<file path="src/rtl/seg_pkg.sv">
// Shared constants for the seven-segment scan receiver: segment patterns,
// anode selects, special digit codes and the frame FSM state type.
package seg_pkg;

  // Active-low cathode patterns, bit 6 = segment a ... bit 0 = segment g.
  localparam logic [6:0] SEG_0     = 7'b0000001;
  localparam logic [6:0] SEG_1     = 7'b1001111;
  localparam logic [6:0] SEG_2     = 7'b0010010;
  localparam logic [6:0] SEG_3     = 7'b0000110;
  localparam logic [6:0] SEG_4     = 7'b1001100;
  localparam logic [6:0] SEG_5     = 7'b0100100;
  localparam logic [6:0] SEG_6     = 7'b0100000;
  localparam logic [6:0] SEG_7     = 7'b0001111;
  localparam logic [6:0] SEG_8     = 7'b0000000;
  localparam logic [6:0] SEG_9     = 7'b0000100;
  localparam logic [6:0] SEG_DASH  = 7'b1111110;
  localparam logic [6:0] SEG_BLANK = 7'b1111111;

  localparam logic [3:0] AN_D0   = 4'b1110;
  localparam logic [3:0] AN_D1   = 4'b1101;
  localparam logic [3:0] AN_D2   = 4'b1011;
  localparam logic [3:0] AN_D3   = 4'b0111;
  localparam logic [3:0] AN_NONE = 4'b1111;

  localparam logic [3:0] CODE_DASH  = 4'hE;
  localparam logic [3:0] CODE_BLANK = 4'hF;
  localparam logic [3:0] CODE_BAD   = 4'hD;

  typedef enum logic {
    ST_HUNT    = 1'b0,
    ST_COLLECT = 1'b1
  } state_t;

endpackage

</file>
<file path="src/rtl/seg7_to_code.sv">
// Combinational inverse of the seven-segment encoder: cathode pattern to
// 4-bit digit code, with valid low for any pattern the scanner never emits.
module seg7_to_code
  import seg_pkg::*;
(
  input  logic [6:0] cathode,
  output logic [3:0] code,
  output logic       valid
);

  always_comb begin
    code  = CODE_BAD;
    valid = 1'b1;
    unique case (cathode)
      SEG_0:     code = 4'h0;
      SEG_1:     code = 4'h1;
      SEG_2:     code = 4'h2;
      SEG_3:     code = 4'h3;
      SEG_4:     code = 4'h4;
      SEG_5:     code = 4'h5;
      SEG_6:     code = 4'h6;
      SEG_7:     code = 4'h7;
      SEG_8:     code = 4'h8;
      SEG_9:     code = 4'h9;
      SEG_DASH:  code = CODE_DASH;
      SEG_BLANK: code = CODE_BLANK;
      default: begin
        code  = CODE_BAD;
        valid = 1'b0;
      end
    endcase
  end

endmodule

</file>
<file path="src/rtl/seg_scan_decoder.sv">
// Receive side of the multiplexed 4-digit seven-segment bus: synchronises,
// qualifies each digit dwell, decodes it and reassembles frames in scan order.
module seg_scan_decoder
  import seg_pkg::*;
#(
  parameter int STABLE_CYC  = 4,
  parameter int TIMEOUT_CYC = 65536,
  parameter int CNT_W       = 17
) (
  input  logic        clk_sys,
  input  logic        rst_n,
  input  logic [3:0]  anode,
  input  logic [6:0]  cathode,
  output logic [15:0] digits,
  output logic        frame_valid,
  output logic        seg_err,
  output logic        anode_err,
  output logic        seq_err,
  output logic        stalled
);

  localparam int STAB_W = (STABLE_CYC > 2) ? $clog2(STABLE_CYC) : 1;
  localparam logic [STAB_W-1:0] STAB_MAX = STAB_W'(STABLE_CYC - 1);
  localparam logic [STAB_W-1:0] STAB_PRE = STAB_W'(STABLE_CYC - 2);
  localparam logic [CNT_W-1:0]  TMO_MAX  = CNT_W'(TIMEOUT_CYC);
  localparam logic [CNT_W-1:0]  TMO_PRE  = CNT_W'(TIMEOUT_CYC - 1);

  logic [10:0]       sync1_q, sync2_q, prev_q, dwell_q;
  logic [10:0]       dwell_d;
  logic [STAB_W-1:0] stab_cnt_q, stab_cnt_d;
  logic              acc_q, acc_d;
  state_t            state_q, state_d;
  logic [1:0]        exp_q, exp_d;
  logic [3:0]        d0_q, d1_q, d2_q, d0_d, d1_d, d2_d;
  logic [15:0]       digits_q, digits_d;
  logic              frame_valid_q, frame_valid_d;
  logic              seg_err_q, seg_err_d;
  logic              anode_err_q, anode_err_d;
  logic              seq_err_q, seq_err_d;
  logic [CNT_W-1:0]  tmo_cnt_q, tmo_cnt_d;
  logic              stalled_q, stalled_d;

  logic [3:0] dw_anode;
  logic [6:0] dw_cathode;
  logic [3:0] code;
  logic       code_valid;
  logic [1:0] idx;
  logic       an_ok, an_blank, good_dwell;

  assign dw_anode   = dwell_q[10:7];
  assign dw_cathode = dwell_q[6:0];

  seg7_to_code u_dec (
    .cathode (dw_cathode),
    .code    (code),
    .valid   (code_valid)
  );

  // Stability filter: a dwell is flagged on the one cycle its run length
  // reaches STABLE_CYC-1 and the sampled value is frozen for the FSM.
  always_comb begin
    stab_cnt_d = stab_cnt_q;
    acc_d      = 1'b0;
    if (sync2_q != prev_q) begin
      stab_cnt_d = '0;
    end else begin
      if (stab_cnt_q != STAB_MAX) stab_cnt_d = stab_cnt_q + 1'b1;
      acc_d = (stab_cnt_q == STAB_PRE);
    end
    dwell_d = acc_d ? sync2_q : dwell_q;
  end

  always_comb begin
    idx      = 2'd0;
    an_ok    = 1'b1;
    an_blank = 1'b0;
    case (dw_anode)
      AN_D0:   idx = 2'd0;
      AN_D1:   idx = 2'd1;
      AN_D2:   idx = 2'd2;
      AN_D3:   idx = 2'd3;
      AN_NONE: begin
        an_ok    = 1'b0;
        an_blank = 1'b1;
      end
      default: an_ok = 1'b0;
    endcase
  end

  assign good_dwell = acc_q && an_ok;

  always_comb begin
    state_d       = state_q;
    exp_d         = exp_q;
    d0_d          = d0_q;
    d1_d          = d1_q;
    d2_d          = d2_q;
    digits_d      = digits_q;
    frame_valid_d = 1'b0;
    seg_err_d     = 1'b0;
    anode_err_d   = acc_q && !an_ok && !an_blank;
    seq_err_d     = 1'b0;
    tmo_cnt_d     = tmo_cnt_q;
    stalled_d     = stalled_q;

    if (good_dwell) begin
      tmo_cnt_d = '0;
      stalled_d = 1'b0;
      seg_err_d = !code_valid;
      case (state_q)
        ST_HUNT: begin
          if (idx == 2'd0) begin
            d0_d    = code;
            exp_d   = 2'd1;
            state_d = ST_COLLECT;
          end
        end
        ST_COLLECT: begin
          if (idx == exp_q) begin
            case (exp_q)
              2'd1: d1_d = code;
              2'd2: d2_d = code;
              default: begin
                // Whole frame lands at once so digits is never partial.
                digits_d      = {code, d2_q, d1_q, d0_q};
                frame_valid_d = 1'b1;
                state_d       = ST_HUNT;
              end
            endcase
            exp_d = exp_q + 2'd1;
          end else begin
            seq_err_d = 1'b1;
            if (idx == 2'd0) begin
              d0_d  = code;
              exp_d = 2'd1;
            end else begin
              state_d = ST_HUNT;
            end
          end
        end
        default: state_d = ST_HUNT;
      endcase
    end else if (tmo_cnt_q != TMO_MAX) begin
      tmo_cnt_d = tmo_cnt_q + 1'b1;
      if (tmo_cnt_q == TMO_PRE) begin
        stalled_d = 1'b1;
        state_d   = ST_HUNT;
      end
    end
  end

  always_ff @(posedge clk_sys or negedge rst_n) begin
    if (!rst_n) begin
      sync1_q       <= 11'h7FF;
      sync2_q       <= 11'h7FF;
      prev_q        <= 11'h7FF;
      dwell_q       <= 11'h7FF;
      stab_cnt_q    <= '0;
      acc_q         <= 1'b0;
      state_q       <= ST_HUNT;
      exp_q         <= 2'd0;
      d0_q          <= 4'h0;
      d1_q          <= 4'h0;
      d2_q          <= 4'h0;
      digits_q      <= 16'hFFFF;
      frame_valid_q <= 1'b0;
      seg_err_q     <= 1'b0;
      anode_err_q   <= 1'b0;
      seq_err_q     <= 1'b0;
      tmo_cnt_q     <= '0;
      stalled_q     <= 1'b0;
    end else begin
      sync1_q       <= {anode, cathode};
      sync2_q       <= sync1_q;
      prev_q        <= sync2_q;
      dwell_q       <= dwell_d;
      stab_cnt_q    <= stab_cnt_d;
      acc_q         <= acc_d;
      state_q       <= state_d;
      exp_q         <= exp_d;
      d0_q          <= d0_d;
      d1_q          <= d1_d;
      d2_q          <= d2_d;
      digits_q      <= digits_d;
      frame_valid_q <= frame_valid_d;
      seg_err_q     <= seg_err_d;
      anode_err_q   <= anode_err_d;
      seq_err_q     <= seq_err_d;
      tmo_cnt_q     <= tmo_cnt_d;
      stalled_q     <= stalled_d;
    end
  end

  assign digits      = digits_q;
  assign frame_valid = frame_valid_q;
  assign seg_err     = seg_err_q;
  assign anode_err   = anode_err_q;
  assign seq_err     = seq_err_q;
  assign stalled     = stalled_q;

endmodule
</file>
<file path="config.mk">
export PLATFORM = sky130hd
export DESIGN_NAME = seg_scan_decoder
export DESIGN_NICKNAME = d
export VERILOG_FILES = /design/src/rtl/seg_pkg.sv /design/src/rtl/seg7_to_code.sv /design/src/rtl/seg_scan_decoder.sv
export SDC_FILE = /design/constraint.sdc
export NUM_CORES = 1
export LEC_CHECK = 0
export CAP_MARGIN = 10
export CORE_ASPECT_RATIO = 0.75
export CORE_MARGIN = 2
export CORE_UTILIZATION = 45
export DETAILED_ROUTE_END_ITERATION = 12
export GPL_ROUTABILITY_DRIVEN = 0
export PLACE_DENSITY = 0.63
export RECOVER_POWER = 50
export SKIP_LAST_GASP = 1
export SYNTH_ARGS = -nofsm -noshare
export SYNTH_HDL_FRONTEND = slang
export SYNTH_SLANG_ARGS = --single-unit
</file>
<file path="constraint.sdc">
create_clock -name clk_sys -period 3 [get_ports clk_sys]
set_input_delay 0.3 -clock clk_sys [delete_from_list [all_inputs] [get_ports clk_sys]]
set_output_delay 0.3 -clock clk_sys [all_outputs]
set_load 0.02 [all_outputs]
</file>
==> impl_metrics.toml, run 1 <==
[run_status]
status = "finished, final reports clean"

[floorplan]
ioPinCount = 34
die_y_um = 87.7
start_util_pct = 46.3
die-area_sq_um = 10100
die_w_um = 116
core_area_sq_um = 9080
num_rows = 30

[timing]
slew_headroom_pct = 22.0
setup_tns_ps = 0
hold_viol = 0
min_period_over_period_pct = 78.8
period_needed_ps = 2370
maxSlewViolCount = 0
fin_skew_ps = 7.80
finalWorstSetupSlack_ps = 635
fmax_mhz = 423
setup_viol = 0
rsz0062_at_grt = "false"
worst_slew_pin_slew_ps = 1170

[global_routing]
grt_pass1_vias = 2567
antenna_found_initial = 0
grt_usage_pct = 16.1
grt_max_degree = 54
grt_first_pass_wirelength_um = 12600
overflow = 0

[min_path]
holdPathEnd = "sync2_q[8]$_DFF_PN1_"
whs_path_depth = 0
min-delay-start = "sync1_q[8]$_DFF_PN1_"
hp-class = "register to register"

[synthesis]
ys.flop_type = "dfstp_2"
synthAdderAreaFrac_pct = 2.08
synth_compound_area_share_pct = 5.68
synthArstFlopShare_pct = 100
synth_top_area_share_pct = 37.5
synth_cell_types = 46
yosys.area_share.simple_pct = 11.8
ys_seq_area_share_pct = 61.3
synth_area_per_cell_sq_um = 12.8
synth_top_family_by_area = "simple AND/OR/NAND/NOR gates"
ys_warn_count = 0
syn-num-nets = 349
synth.most_common_cell = "dfstp_2"
synthCells = 329
synth_area_leaders = "dfstp_2 (37%), dfrtp_1 (24%), mux2_2 (10%), xnor2_1 (3.5%), nor2_1 (2.5%)"
ys_seq_elements = 100
synth_xor_xnor_area_share_pct = 5.83
synth_area_sq_um = 4210
synth.area.mux_share_pct = 11.2
synthTopCellsByCount = "dfstp_2 (60), dfrtp_1 (40), mux2_2 (39)"
synth-edff-count = 0
yosys.area.top_type = "dfstp_2"

[power_and_ir_drop]
p_sw_uw = 542
power.density_nw_per_um2 = 520
combPwrFrac_pct = 2.2
p_leak_uw = 0.00209
p_int_uw = 2050
pwr-share-clk_pct = 43.7
power.share.switching_pct = 20.9
vdd_drop_max_v = 0.000301
seqPwrFrac_pct = 54.0

[detailed_routing]
via_per_inst = 5.07
drc = 0
wl_per_cell_um = 14.6
drtIter0Drc = 125
firstDrtPassIters = 4
wirelength_um = 7300
vias = 2534
ant_nets = 0

[placement]
placed_area_sq_um = 4690
place_hpwl_um = 4930
post-place-ws_ps = 719
port_buffers = 33

[clock_tree]
ctsHtreeMaxLevel = 3
cts_tree = "yes"
clk_pin_slew_ps = 70
clock_sinks = 100
worstSkewPairLatency_ps = 350
clk_path_buf_depth = 2
cts_buffers = 9
root_buffer = "clkbuf_16"

[finish]
final_core_util_pct = 54.9
area_growth_syn_to_layout_pct = 18.7
diodes = 0
drive_gt1_share_pct = 30.1
final_area_sq_um = 4990
nets = 387

[worst_setup_path]
cp.required_ps = 3270
cp_max_fo = 17
ff2ff_setup_slack_ps = 630
crit_path_start_kind = "register"
worstReg2RegEnd = "digits[4]$_DFFE_PN1P_"
worstSetupPathType = "register to register"
r2r-start = "dwell_q[10]$_DFFE_PN1P_"
r2r_cells = 6
cp.arrival_ps = 2630
endpoint_kind = "register"

[job]
max-cap-violations = 0
per-layer routing:
metal | up-vias | track usage, % | share of wire, %
li1 | 1218 | - | -
met1 | 1269 | 22.5 | 50
met2 | 39 | 24.7 | 45
met3 | 8 | 5.05 | 3.4
met4 | 0 | 4.22 | 0.93
met5 | - | 0 | 0
flip-flops by register name, indices dropped and copies added, names as in the netlist, 2 cells and up:
name        flops
d0_q            4
d1_q            4
d2_q            4
digits         16
dwell_q        11
exp_q           2
prev_q         11
stab_cnt_q      2
sync1_q        11
sync2_q        11
tmo_cnt_q      17
cells by family (layout without fill, tap and decap cells):
family / count (synthesis) / in the layout
adders and majority gates: 7 / 7
xor gates and xnor gates: 28 / 28
buffers and inverters: 22 / 65
and+or+nand+nor: 98 / 98
muxes: 42 / 42
AOI/OAI and AO/OA: 32 / 32
DFF: 100 / 100
power groups by stage:
| stage | registers [uW] | clock network [uW] | logic (uW) |
|---|---|---|---|
| floorplan | 1420 | 0 | 14.3 |
| global placement | 1430 | 0 | 61.7 |
| detailed placement | 1430 | 0 | 62.1 |
| CTS | 1400 | 1170 | 63.3 |
| global route | 1400 | 1220 | 66.4 |
| finish | 1400 | 1130 | 57.7 |
stage by stage:
step	std cells	power [uW]	hold slack (ps)
after floorplan	329	1440	4.41
after global placement	483	1490	347
after detailed placement	483	1490	347
after CTS	500	2640	344
after global routing	500	2690	358
final	500	2590	358
layout make-up:
class | count | area, sq um
Clock inverter | 4 | 28.8
Inverter | 11 | 41.3
Multi-Input combinational cell | 207 | 1540
Tap cell | 128 | 160
Sequential cell | 100 | 2580
Fill cell | 793 | 4090
Timing Repair Buffer | 38 | 378
Clock buffer | 12 | 268
critical path: stages (launching register included):
cell and delay, ps:
dfstp_1 610, o21ai_0 140, nor3_1 320, o21ai_1 300, a211oi_4 270, buf_4 280, mux2_2 370
layout by cell type (no fill, tap or decap), types with 3 or more instances in the layout:
cell	instances
dfstp_1	12
a21oi_1	7
buf_4	3
nor2b_1	3
ha_1	7
nor4b_1	3
and3_1	5
nor3_1	7
xnor2_1	17
and2_1	3
mux2i_1	3
nand3_1	10
nor4_1	3
nand2_1	17
inv_1	11
clkbuf_16	10
nand4_1	7
mux2_2	39
clkdlybuf4s50_1	21
nor2_1	28
xor2_1	11
or3_1	3
dlygate4sd3_1	12
dfstp_2	48
dfrtp_1	40
o21ai_0	3
how the worst max path moves through the flow:
stage | start | endpoint | slack (ps) | cells after the start
after CTS | dwell_q[10]$_DFFE_PN1P_ | digits[4]$_DFFE_PN1P_ | 690 | 6
after global routing | dwell_q[10]$_DFFE_PN1P_ | digits[4]$_DFFE_PN1P_ | 470 | 6
after detailed placement | dwell_q[10]$_DFFE_PN1P_ | digits[4]$_DFFE_PN1P_ | 720 | 6
after floorplan | dwell_q[9]$_DFFE_PN1P_ | digits[10]$_DFFE_PN1P_ | 760 | 7
final | dwell_q[10]$_DFFE_PN1P_ | digits[4]$_DFFE_PN1P_ | 630 | 6
after global placement | dwell_q[9]$_DFFE_PN1P_ | digits[5]$_DFFE_PN1P_ | 780 | 6
what timing repair did:
action	in CTS	in global routing
hold buffers	1	0
buffers inserted	0	0
gates resized for setup	0	0
endpoints found under the setup margin	0	0
hold endpoints to repair	12	0
(Power assumes the default switching activity.)
==> inputs of run 2 (changes only) <==
- clock period: 3 -> 2.3 ns (I/O delays scaled with it)
==> impl_metrics.toml, run 2 (synthesis results as in run 1) <==
[power_and_ir_drop]
vdd_drop_max_v = 0.000371
p_leak_uw = 0.00212
power.density_nw_per_um2 = 671

[clock_tree]
root_buffer = "clkbuf_16"
clk_pin_slew_ps = 60
worstSkewPairLatency_ps = 340
cts_tree = "yes"
cts_buffers = 9
clk_path_buf_depth = 2
ctsHtreeMaxLevel = 3
clock_sinks = 100

[detailed_routing]
ant_nets = 0
firstDrtPassIters = 4
drc = 0
drtIter0Drc = 117
wirelength_um = 7180
via_per_inst = 5.07
wl_per_cell_um = 14.2
vias = 2554

[worst_setup_path]
crit_buf_inv = 1
critical_path.max_stage_delay_ps = 580
cp_max_fo = 17
cp.arrival_ps = 2440
worstSetupPathType = "register to register"
path_cells = "and3_1 > nor3_2 > or3_4 > a211oi_4 > buf_12 > mux2_2"
slowest_stage = "dfstp_2"
endpoint_kind = "register"
cp.required_ps = 2560
crit_path_start_kind = "register"
cpLargestDelayFamily = "simple AND/OR/NAND/NOR gates"

[timing]
setup_tns_ps = 0
hold_viol = 0
rsz0062_at_grt = "false"
worst_slew_pin_slew_ps = 1120
maxSlewViolCount = 0
finalWorstSetupSlack_ps = 118
min_period_over_period_pct = 94.9
whs_ps = 357
fmax_mhz = 458
period_needed_ps = 2180
fin_skew_ps = 8.25
slew_headroom_pct = 25.2
setup_viol = 0

[finish]
nets = 391
largest_reg_flops = 17
final_core_util_pct = 55.8
drive_gt1_share_pct = 32.2
final_area_sq_um = 5070
final_common_cell = "dfstp_2"
area_growth_syn_to_layout_pct = 20.6
regMostFlops = "tmo_cnt_q"
final_cell_mix = "dfstp_2 (49), dfrtp_1 (40), mux2_2 (39), nor2_1 (28), clkdlybuf4s50_1 (21)"
diodes = 0

[placement]
placed_area_sq_um = 4730
place_hpwl_um = 5050
post-place-ws_ps = 40.8
port_buffers = 33

[floorplan]
num_rows = 30
die_y_um = 87.7
start_util_pct = 46.3
die-area_sq_um = 10100
die_w_um = 116
core_area_sq_um = 9080
ioPinCount = 34

[global_routing]
antenna_found_initial = 0
grt_first_pass_wirelength_um = 12400
overflow = 0
grt_max_degree = 55
grt_pass1_vias = 2596
grt_usage_pct = 15.8

[min_path]
hp-class = "register to register"

[job]
max-cap-violations = 0

[run_status]
status = "finished, final reports clean"
run 2: cell count changes in the layout (fill, tap and decap cells not counted), moves of 2 or more:
cell and change:
a211oi_4 +2, o21ai_2 +2, buf_4 +2, o21ai_1 -2
run 2: path summary, 6_finish.rpt:
| path | depth (start not counted) | slack (ps) | endpoint | start |
|---|---|---|---|---|
| setup / recovery | 6 | 120 | digits[13]$_DFFE_PN1P_ | dwell_q[9]$_DFFE_PN1P_ |
| hold / removal | 0 | 360 | sync2_q[1]$_DFF_PN1_ | sync1_q[1]$_DFF_PN1_ |
| setup reg to reg | 6 | 120 | digits[13]$_DFFE_PN1P_ | dwell_q[9]$_DFFE_PN1P_ |
| hold reg to reg | 0 | 360 | sync2_q[1]$_DFF_PN1_ | sync1_q[1]$_DFF_PN1_ |
| max in group asynchronous | 3 | 440 | d2_q[1]$_DFFE_PN0P_ | rst_n |
| min in group asynchronous | 2 | 640 | anode_err$_DFF_PN0_ | rst_n |
run 2: cell type report:
cell class | instances | area (sq um)
tap | 128 | 160
clock buffer | 12 | 256
fill | 805 | 4010
timing repair buffer | 42 | 417
sequential | 100 | 2580
clock inverter | 4 | 46.3
multi-input combinational | 207 | 1570
inverter | 11 | 41.3
run 2: per-layer routing:
metal  part of all wire (%)  GRT usage [%]  routed length (um)  vias up
met3                    3.5           4.98                 253        5
met2                     46           23.4                3310       30
met4                   0.56           4.98                  40        0
met1                     50           22.3                3570     1303
met5                      0              0                   0        -
li1                       -              -                   -     1216
run 2: per-stage QoR:
stage	std cells	power, uW
final	504	3400
after global routing	504	3530
after CTS	504	3470
after detailed placement	487	1940
after global placement	487	1940
after floorplan	329	1870
run 2: report_power, final:
part,total [uW],switching (uW),leakage (uW),internal (uW)
clock network,1500,602,0.000153,899
logic,75.3,43.6,0.000801,31.7
registers,1830,17.3,0.00116,1810
run 2: what timing repair did:
action / CTS / global route
gates resized for setup: 0 / 7
setup buffers: 0 / 0
hold buffers: 1 / 0
endpoints found under the setup margin: 0 / 26
hold endpoints to repair: 2 / 0
